**src/rtl/fifo_stream_reader_pkg.sv**
```systemverilog
// rtl/fifo_stream_reader_pkg.sv - shared FIFO status type, skid-buffer states and helpers
package fifo_stream_reader_pkg;

   typedef struct packed {
      logic full;
      logic empty;
   } fill_status_t;

   localparam logic [1:0] BUF_EMPTY = 2'd0;
   localparam logic [1:0] BUF_ONE   = 2'd1;
   localparam logic [1:0] BUF_TWO   = 2'd2;

   // A burst of one word still needs a 1-bit counter to keep the vector legal.
   function automatic int burst_cnt_width(input int burst_len);
      return (burst_len > 1) ? $clog2(burst_len) : 1;
   endfunction

endpackage

```
**src/rtl/fifo_connect_if.sv**
```systemverilog
// rtl/fifo_connect_if.sv - fifoConnect interface between a fifo and its reader/writer
interface fifoConnect
   import fifo_stream_reader_pkg::*;
#(
   parameter int WIDTH = 32,
   parameter int DEPTH = 32
);
   localparam int LEVEL_W = $clog2(DEPTH + 1);

   logic               read;
   logic               write;
   logic [WIDTH-1:0]   datain;
   logic [WIDTH-1:0]   dataout;
   fill_status_t       fillStatus;
   logic [LEVEL_W-1:0] fillLevel;

   modport reader (
      output read,
      output write,
      output datain,
      input  dataout,
      input  fillStatus
   );

   modport fifo (
      input  read,
      input  write,
      input  datain,
      output dataout,
      output fillStatus,
      output fillLevel
   );

endinterface

```
**src/rtl/fifo_stream_reader_skid_buffer_2.sv**
```systemverilog
// rtl/fifo_stream_reader_skid_buffer_2.sv - 2-entry register skid buffer with push/pop and occupancy
module skid_buffer_2
   import fifo_stream_reader_pkg::*;
#(
   parameter int WIDTH = 32
) (
   input  logic             clk,
   input  logic             reset_n,
   input  logic             push,
   input  logic [WIDTH-1:0] push_data,
   input  logic             pop,
   output logic [WIDTH-1:0] head_data,
   output logic [1:0]       occ,
   output logic             valid
);

   logic [1:0]       state;
   logic [WIDTH-1:0] head_q;
   logic [WIDTH-1:0] tail_q;

   // Head is only rewritten on a pop or into an empty buffer, so it holds while stalled.
   always_ff @(posedge clk or negedge reset_n) begin
      if (!reset_n) begin
         state  <= BUF_EMPTY;
         head_q <= '0;
         tail_q <= '0;
      end else begin
         case (state)
            BUF_EMPTY: begin
               if (push) begin
                  head_q <= push_data;
                  state  <= BUF_ONE;
               end
            end
            BUF_ONE: begin
               case ({push, pop})
                  2'b10: begin
                     tail_q <= push_data;
                     state  <= BUF_TWO;
                  end
                  2'b01: state <= BUF_EMPTY;
                  2'b11: head_q <= push_data;
                  default: ;
               endcase
            end
            BUF_TWO: begin
               if (pop) begin
                  head_q <= tail_q;
                  if (push) begin
                     tail_q <= push_data;
                  end else begin
                     state <= BUF_ONE;
                  end
               end
            end
            default: state <= BUF_EMPTY;
         endcase
      end
   end

   assign head_data = head_q;
   assign occ       = state;
   assign valid     = (state != BUF_EMPTY);

endmodule

```
**src/rtl/fifo_stream_reader.sv**
```systemverilog
// rtl/fifo_stream_reader.sv - fifo reader to valid/ready stream; FIFO_READER_BURST_EN enables m_last
module fifo_stream_reader
   import fifo_stream_reader_pkg::*;
#(
   parameter int WIDTH     = 32,
   parameter int DEPTH     = 32,
   parameter int BURST_LEN = 16
) (
   input  logic             clk,
   input  logic             reset_n,
   input  logic             enable,
   fifoConnect.reader       link,
   output logic             m_valid,
   input  logic             m_ready,
   output logic [WIDTH-1:0] m_data,
   output logic             m_last,
   output logic [31:0]      words_out
);

   localparam int FIFO_DEPTH = DEPTH;

   logic       inflight;
   logic       pop;
   logic       read_issue;
   logic [1:0] occ;
   logic [1:0] level;
   logic [1:0] level_after_pop;

   assign pop             = m_valid && m_ready;
   assign level           = occ + {1'b0, inflight};
   assign level_after_pop = level - {1'b0, pop};

   // Counting the in-flight word against the buffer keeps occ + inflight <= 2.
   assign read_issue = reset_n && enable && !link.fillStatus.empty
                       && (level_after_pop < 2'd2) && (FIFO_DEPTH > 0);

   assign link.read   = read_issue;
   assign link.write  = 1'b0;
   assign link.datain = '0;

   always_ff @(posedge clk or negedge reset_n) begin
      if (!reset_n) begin
         inflight <= 1'b0;
      end else begin
         inflight <= read_issue;
      end
   end

   skid_buffer_2 #(
      .WIDTH(WIDTH)
   ) u_skid (
      .clk       (clk),
      .reset_n   (reset_n),
      .push      (inflight),
      .push_data (link.dataout),
      .pop       (pop),
      .head_data (m_data),
      .occ       (occ),
      .valid     (m_valid)
   );

   always_ff @(posedge clk or negedge reset_n) begin
      if (!reset_n) begin
         words_out <= '0;
      end else if (pop) begin
         words_out <= words_out + 32'd1;
      end
   end

`ifdef FIFO_READER_BURST_EN
   localparam int              CNT_W    = burst_cnt_width(BURST_LEN);
   localparam logic [CNT_W-1:0] LAST_IDX = CNT_W'(BURST_LEN - 1);

   logic [CNT_W-1:0] burst_cnt;

   always_ff @(posedge clk or negedge reset_n) begin
      if (!reset_n) begin
         burst_cnt <= '0;
      end else if (pop) begin
         if (burst_cnt == LAST_IDX) begin
            burst_cnt <= '0;
         end else begin
            burst_cnt <= burst_cnt + 1'b1;
         end
      end
   end

   assign m_last = m_valid && (burst_cnt == LAST_IDX);
`else
   localparam int UNUSED_BURST_LEN = BURST_LEN;

   assign m_last = (UNUSED_BURST_LEN < 0) && m_valid;
`endif

endmodule

```
**src/flat_wrapper.sv**
```systemverilog
// flat-port wrapper written by rule: the top's interface ports become plain ports
module fifo_stream_reader_flat import fifo_stream_reader_pkg::*;
#(
   parameter int WIDTH     = 32,
   parameter int DEPTH     = 32,
   parameter int BURST_LEN = 16
)
  (clk, reset_n, enable, m_valid, m_ready, m_data, m_last, words_out, link_read, link_write, link_datain, link_dataout, link_fillStatus);
  fifoConnect #(.WIDTH(WIDTH), .DEPTH(DEPTH)) link_i ();
  input  logic clk;
  input  logic reset_n;
  input  logic enable;
  output logic m_valid;
  input  logic m_ready;
  output logic [WIDTH-1:0] m_data;
  output logic m_last;
  output logic [31:0] words_out;
  output wire logic [$bits(link_i.read)-1:0] link_read;
  output wire logic [$bits(link_i.write)-1:0] link_write;
  output wire logic [$bits(link_i.datain)-1:0] link_datain;
  input wire logic [$bits(link_i.dataout)-1:0] link_dataout;
  input wire logic [$bits(link_i.fillStatus)-1:0] link_fillStatus;
  assign link_read = link_i.read;
  assign link_write = link_i.write;
  assign link_datain = link_i.datain;
  assign link_i.dataout = link_dataout;
  assign link_i.fillStatus = link_fillStatus;
  fifo_stream_reader #(.WIDTH(WIDTH), .DEPTH(DEPTH), .BURST_LEN(BURST_LEN)) u_core (.clk(clk), .reset_n(reset_n), .enable(enable), .link(link_i), .m_valid(m_valid), .m_ready(m_ready), .m_data(m_data), .m_last(m_last), .words_out(words_out));
endmodule
```
**config.mk**
```make
export PLATFORM = sky130hd
export DESIGN_NAME = fifo_stream_reader_flat
export DESIGN_NICKNAME = d
export VERILOG_FILES = /design/src/rtl/fifo_stream_reader_pkg.sv /design/src/rtl/fifo_connect_if.sv /design/src/rtl/fifo_stream_reader_skid_buffer_2.sv /design/src/rtl/fifo_stream_reader.sv /design/src/flat_wrapper.sv
export SDC_FILE = /design/constraint.sdc
export NUM_CORES = 1
export LEC_CHECK = 0
export BUFFER_PORTS_ARGS = -buffer_cell sky130_fd_sc_hd__clkbuf_2
export CAP_MARGIN = 20
export CORE_ASPECT_RATIO = 0.75
export CORE_MARGIN = 4
export CORE_UTILIZATION = 40
export DETAILED_ROUTE_END_ITERATION = 10
export GPL_TIMING_DRIVEN = 1
export PLACE_DENSITY_LB_ADDON = 0.25
export SYNTH_ARGS = -nofsm -noshare
export SYNTH_HDL_FRONTEND = slang
export SYNTH_SLANG_ARGS = --single-unit
```
**constraint.sdc**
```tcl
create_clock -name clk -period 2.9 [get_ports clk]
set_clock_uncertainty 0.2 [all_clocks]
set_input_delay 0.58 -clock clk [delete_from_list [all_inputs] [get_ports clk]]
set_output_delay 0.58 -clock clk [all_outputs]
set_load 0.005 [all_outputs]
```
# == After elaboration in Yosys (flattened, before gate mapping) ==
# Cells that the tools add are included.
# totals
latch_bits,0
output_inout_bits,100
regBits,99
n_memories,0
inputBits,38
ramBits,0
elab_cells,45
romBits,0
# op_classes
mux,12
order_cmp,1
div_mod_pow,0
n_shift,0
eq_ne,12
n_reduce_logical,12
n_mul,0
addsub,3
n_bitwise,0
# ops
cell,n
32-bit 2-to-1 mux,5
32-bit one-hot mux with 3 select lines,1
32-bit one-hot mux with 2 select lines,1
"32-bit by 1-bit adder with 32-bit output, second input constant",1
4-bit AND reduction,3
"2-bit by 1-bit inequality test with 1-bit output, second input constant",4
"2-bit == test, second input constant",3
2-bit 2-to-1 mux,3
2-bit one-hot mux with 3 select lines,1
"2-bit by 1-bit == test with 1-bit output, second input constant",2
1-bit logical AND,4
"2-bit inequality test, second input constant",2
2-bit one-hot mux with 2 select lines,1
2-bit nonzero test,2
"3-bit by 2-bit inequality test with 1-bit output, second input constant",1
3-bit nonzero test,1
2-bit by 1-bit adder with 2-bit output,1
2-bit zero test,1
"2-bit < comparator, second input constant",1
2-bit by 1-bit subtractor with 2-bit output,1
1-bit zero test,1

# == Depth between registers and ports, before layout ==
# logic_depth
depth_word,5
depth_mapped,10
ltp_nobuf,8

# == Cells and area by module ==
# From an unflattened synthesis, not the netlist that was laid out.
# hier_totals
hier_cells,376
area_unflattened_um2,4772.1
# by_module_without_submodules
module,n_inst,cells_each,area_each_um2,seq_area_each_um2
skid_buffer_2,1,197,2934.1,1651.6
fifo_stream_reader,1,179,1838.0,825.8

# == Worst setup path before layout ==
# OpenSTA, ideal clock, no wires.
# synth_timing
path_type,register to output
startpoint,"reg u_core.u_skid.state[1], in the netlist u_core.u_skid.occ[1]"
endpoint,out link_read
stages_incl_launch_ff,9
path_buffers,1
setup_slack_ns,0.457
t_required_ns,2.120
arrival_time_ns,1.663
path_cell_list,dfrtp_1 > buf_2 > or2_1 > nand2_1 > inv_2 > ha_1 > xor2_1 > xnor2_1 > nor3_1
# synth_between
elab_chain_cells,5
word_cells_on_any_way,6
cone_classes,2 x add/sub; 1 x order compare; 3 x reduce/logical
# synth_lines
item,line,text
"start, declared",fifo_stream_reader_skid_buffer_2.sv:17,logic [1:0] state;
"start signal, assigned",fifo_stream_reader_skid_buffer_2.sv:24,state <= BUF_EMPTY;
"start signal, assigned",fifo_stream_reader_skid_buffer_2.sv:32,state <= BUF_ONE;
"start signal, assigned",fifo_stream_reader_skid_buffer_2.sv:39,state <= BUF_TWO;
2-bit nonzero test,fifo_stream_reader_skid_buffer_2.sv:63,assign valid = (state != BUF_EMPTY);
named net m_valid,flat_wrapper.sv:13,output logic m_valid;
1-bit logical AND,fifo_stream_reader.sv:29,assign pop = m_valid && m_ready;
named net u_core.pop,fifo_stream_reader.sv:23,logic pop;
2-bit by 1-bit subtractor with 2-bit output,fifo_stream_reader.sv:31,"assign level_after_pop = level - {1'b0, pop};"
2-bit < comparator,fifo_stream_reader.sv:35,&& (level_after_pop < 2'd2) && (FIFO_DEPTH > 0);
1-bit logical AND,fifo_stream_reader.sv:35,
"end, declared",flat_wrapper.sv:18,output wire logic [$bits(link_i.read)-1:0] link_read;
# The timed path passes the listed nets, and every way through them passes these cells.

# == Worst setup path after layout ==
# layout_timing
startpoint,"reg u_core.u_skid.state[1], in the netlist u_core.u_skid.occ[1]"
endpoint,out link_read
# layout_between
elab_chain_cells,5
word_cells_on_any_way,6
cone_classes,2 x add/sub; 1 x order compare; 3 x reduce/logical
# layout_lines
item,line
"parallel branches: the longest is 2 deep, another holds 2-bit by 1-bit adder with 2-bit output",n/a
2-bit by 1-bit subtractor with 2-bit output (*),fifo_stream_reader.sv:31
2-bit < comparator (*),fifo_stream_reader.sv:35
1-bit logical AND (*),fifo_stream_reader.sv:35
# Mark *: on every way between the ends.

==> implementation parameters <==
Parameter                              Value

Route
  Highest metal layer with signal wires ... met4
  Routed via count divided by cell count ... about 4.9
  Number of remaining DRC errors ... 0
  Number of optimization iterations in the first detailed-route pass ... 4
  Routed metal-1 wirelength ... 4680 um
  Wirelength per Cell ... approximately 15 um
  Met2 wire length ... roughly 4700 um
  WL final ... ~10000 um
  DRC violation total after the first TritonRoute iteration ... ~140
  Count of vias placed by the detailed router ... roughly 3300
  WL met3 ... roughly 560 um
  Number of antenna-violating nets in the routed design ... 0

Placed design
  Placed cells ... roughly 670
  Port Buf Inserts ... ~100
  GP Congestion ... approximately 0.81
  Post-DP HPWL ... 7160 um

Min path
  Hold-critical path depth ... 2
  Origin of the worst min-delay path ... link_fillStatus[0]
  Worst hold path class ... input port to flip-flop
  Worst hold path endpoint ... u_core.inflight$_DFF_PN0_

Flow run
  Max-cap violations ... 0

CTS
  Total setup buffers inserted after CTS ... 0
  TritonCTS buffer count ... 9
  Worst-Skew Late Latency ... 0.33 ns
  Register clock-pin slew on the reported worst setup and hold paths ... approximately 0.07 ns
  Clock tree from TritonCTS ... done
  Depth of the CTS H-tree ... 3
  Maximum number of buffers from clock root to sink ... 2
  Clock net sink count ... roughly 100
  Root buffer cell ... clkbuf_16

Status
  Outcome ... completed

Die
  Vertical die dimension ... 101 um
  Core Area ... approximately 11000 um2
  I/O pin count ... between 100 and 150
  Starting utilization of the core area ... between 40% and 50%
  Width of the chip ... roughly 130 um
  Die Area ... 13300 um2
  Row count ... 33

Global routing
  Total grt overflow ... 0
  Maximum number of pins on one net before global-route repair ... 65
  Number of antenna violations at the first check in global routing ... 0
  Global-route wire length before repair ... roughly 17000 um
  Combined global-route utilization of all metal layers ... 15.6%
  Number of global-route vias before repair ... 3340

Pwr
  Total internal power ... about 3.1 mW
  Switch Pwr ... 1.52 mW
  Clk pwr share ... about a quarter
  Seq pwr share ... between 40% and 50%
  Share of total power in combinational logic ... about 30%
  Sw Ratio ... around a third
  Maximum resistive drop on vdd ... between 0.0003 and 0.0004 V
  Power density of the placed cells ... between 800 and 900 nW/um2
  Post-layout power ... approximately 4.6 mW
  Leak pwr ... around 2.7 nW

Worst setup path
  Delay contributed by the slowest stage of the critical path ... around 0.38 ns
  Crit Reg-Reg Endpoint ... u_core.u_skid.head_data[0]$_DFFE_PN0P_
  Arr. time, crit path ... around 2.0 ns
  Cell depth of the worst flop-to-flop path ... 9
  Critical Path Start Type ... flip-flop
  Sort of element at the end of the critical path ... output port
  Slowest cell on the critical path ... dfrtp_1
  Crit path max fanout ... 3
  Crit path required time ... roughly 2.1 ns
  Launch point of the worst reg-to-reg path ... u_core.u_skid.occ[1]$_DFFE_PN0P_
  Critical path, cell by cell ... or2_4 -> nand2_2 -> ha_1 -> nand2b_1 -> xnor2_1 -> nor3_2 -> buf_2
  Worst reg2reg setup slack ... 0.66 ns
  Worst Path Class, Setup ... flip-flop to output port

Yosys
  Most numerous cell in the Yosys netlist ... dfrtp_1
  Commonest cells in the netlist ... dfrtp_1 (99), nand2_1 (85), nor2_1 (38)
  Number of distinct library cells after synthesis ... 37
  Prevailing post-synth register cell ... dfrtp_1
  Cell area after synthesis ... 4620 um2
  Number of flops mapped to enable cells by yosys ... 0
  Asr flop ratio synth ... 100%
  #FFs+latches synth ... a little under 100
  Cells after Synth ... 437
  Yosys top cell by area ... dfrtp_1
  Area share of the largest cell type after synthesis ... a little over half
  Cell types occupying the most area after synthesis ... dfrtp_1 (54%), nand2_1 (6.9%), buf_4 (5.5%)
  Synth warnings ... 0
  Sequential cell area fraction in the yosys report ... 53.7%
  Avg Cell Area, Syn ... 10.6 um2

Finish
  Final instance count without filler cells ... 686
  Filler instances ... approximately 1000
  Area of the multi-input gates ... around 2000 um2
  Ant. Diodes ... 0
  Final nets ... slightly below 600
  FF+latch area ... ~2500 um2
  Area growth syn-to-layout ... 19.4%
  Layout cells sized above 1 ... 29.7%

STA
  Share of the clock period used by the worst path ... ~96%
  Worst-case hold slack ... around 0.21 ns
  Slew at the pin closest to its max-slew limit ... ~0.75 ns
  Setup_tns ... 0 ns
  Hold violation count in the final report ... 0
  Final critical-path required period ... between 2 and 3 ns
  Final-report setup violation count ... 0
  Maximum clock frequency ... between 300 and 400 MHz
  Pins Over Slew Limit ... 0
  Relative slew slack ... between 40% and 50%
[layer usage]
layer | GRT usage [%] | vias up
li1 | - | 1627
met1 | 21.0 | 1614
met2 | 24.9 | 84
met3 | 4.14 | 10
met4 | 4.76 | 0
met5 | 0 | -
[worst max-delay path, delay by kind of cell (launching register included)]
kind / cells / cell delay (ns)
xor gates and xnor gates: 1 / 0.17
DFF: 1 / 0.38
and+or+nand+nor: 4 / 0.74
buffers and inverters: 1 / 0.14
adders and majority gates: 1 / 0.25
[registers in the layout (all words and copies together) (netlist names)]
name                     count
u_core.u_skid.tail_q        32
u_core.words_out            32
u_core.u_skid.head_data     32
u_core.u_skid.occ            2
u_core.inflight              1
[how the worst max path moves through the flow]
stage	start	to	slack [ns]
floorplan	u_core.u_skid.occ[1]$_DFFE_PN0P_	link_read	0.46
global placement	m_ready	link_read	0.34
detailed placement	m_ready	link_read	0.33
CTS	u_core.u_skid.occ[1]$_DFFE_PN0P_	link_read	0.02
global route	u_core.u_skid.occ[1]$_DFFE_PN0P_	link_read	-0.02
finish	u_core.u_skid.occ[1]$_DFFE_PN0P_	link_read	0.11
[power by group through the flow]
stage	logic (mW)	registers (mW)	clock network, mW
floorplan	0.860	2.13	0
global placement	1.33	2.14	0
detailed placement	1.37	2.18	0
CTS	1.38	2.15	1.15
global route	1.56	2.22	1.21
finish	1.37	2.15	1.12
[cell families after synthesis]
kind of cell / count (synthesis) / share of synthesized area, %
buf+inv: 57 / 7.64
simple gates: 171 / 17.4
mux: 34 / 8.24
flops: 99 / 53.7
compound gates: 38 / 5.58
xor+xnor: 33 / 6.26
other cells: 1 / 0.0812
fa+ha+maj: 4 / 1.08
[through the flow]
stage               setup slack [ns]  instance area (um2)  util [%]
floorplan                      0.457                 4740         -
global placement               0.341                 5200      46.8
detailed placement             0.327                 5200      46.8
CTS                           0.0164                 5490      49.4
global route                 -0.0206                 5510      49.6
finish                         0.108                 5510      49.6
[placed cells by master, fill, tap and decap left out, drive strengths merged, types with 4 or more instances in the layout]
| cell | n |
|---|---|
| a31oi | 32 |
| and3 | 5 |
| buf | 12 |
| clkbuf | 110 |
| clkinv | 4 |
| conb | 34 |
| dfrtp | 99 |
| ha | 4 |
| inv | 5 |
| mux2 | 32 |
| nand2 | 85 |
| nand3 | 9 |
| nand4 | 12 |
| nor2 | 38 |
| nor3 | 8 |
| xnor2 | 20 |
| xor2 | 13 |
[cell type report]
class | instances | area share (%)
clock buffer | 10 | 4.34
tap | 140 | 3.18
sequential | 99 | 45.0
timing repair buffer | 113 | 11.1
inverter | 4 | 0.273
multi-input combinational | 314 | 35.4
clock inverter | 6 | 0.727
[timing repair]
action | CTS | global route
endpoints found under the hold margin | 11 | 0
gates resized for setup | 0 | 6
setup endpoints to repair | 0 | 1
hold buffers | 1 | 0
Power figures use the tool's default switching activity.
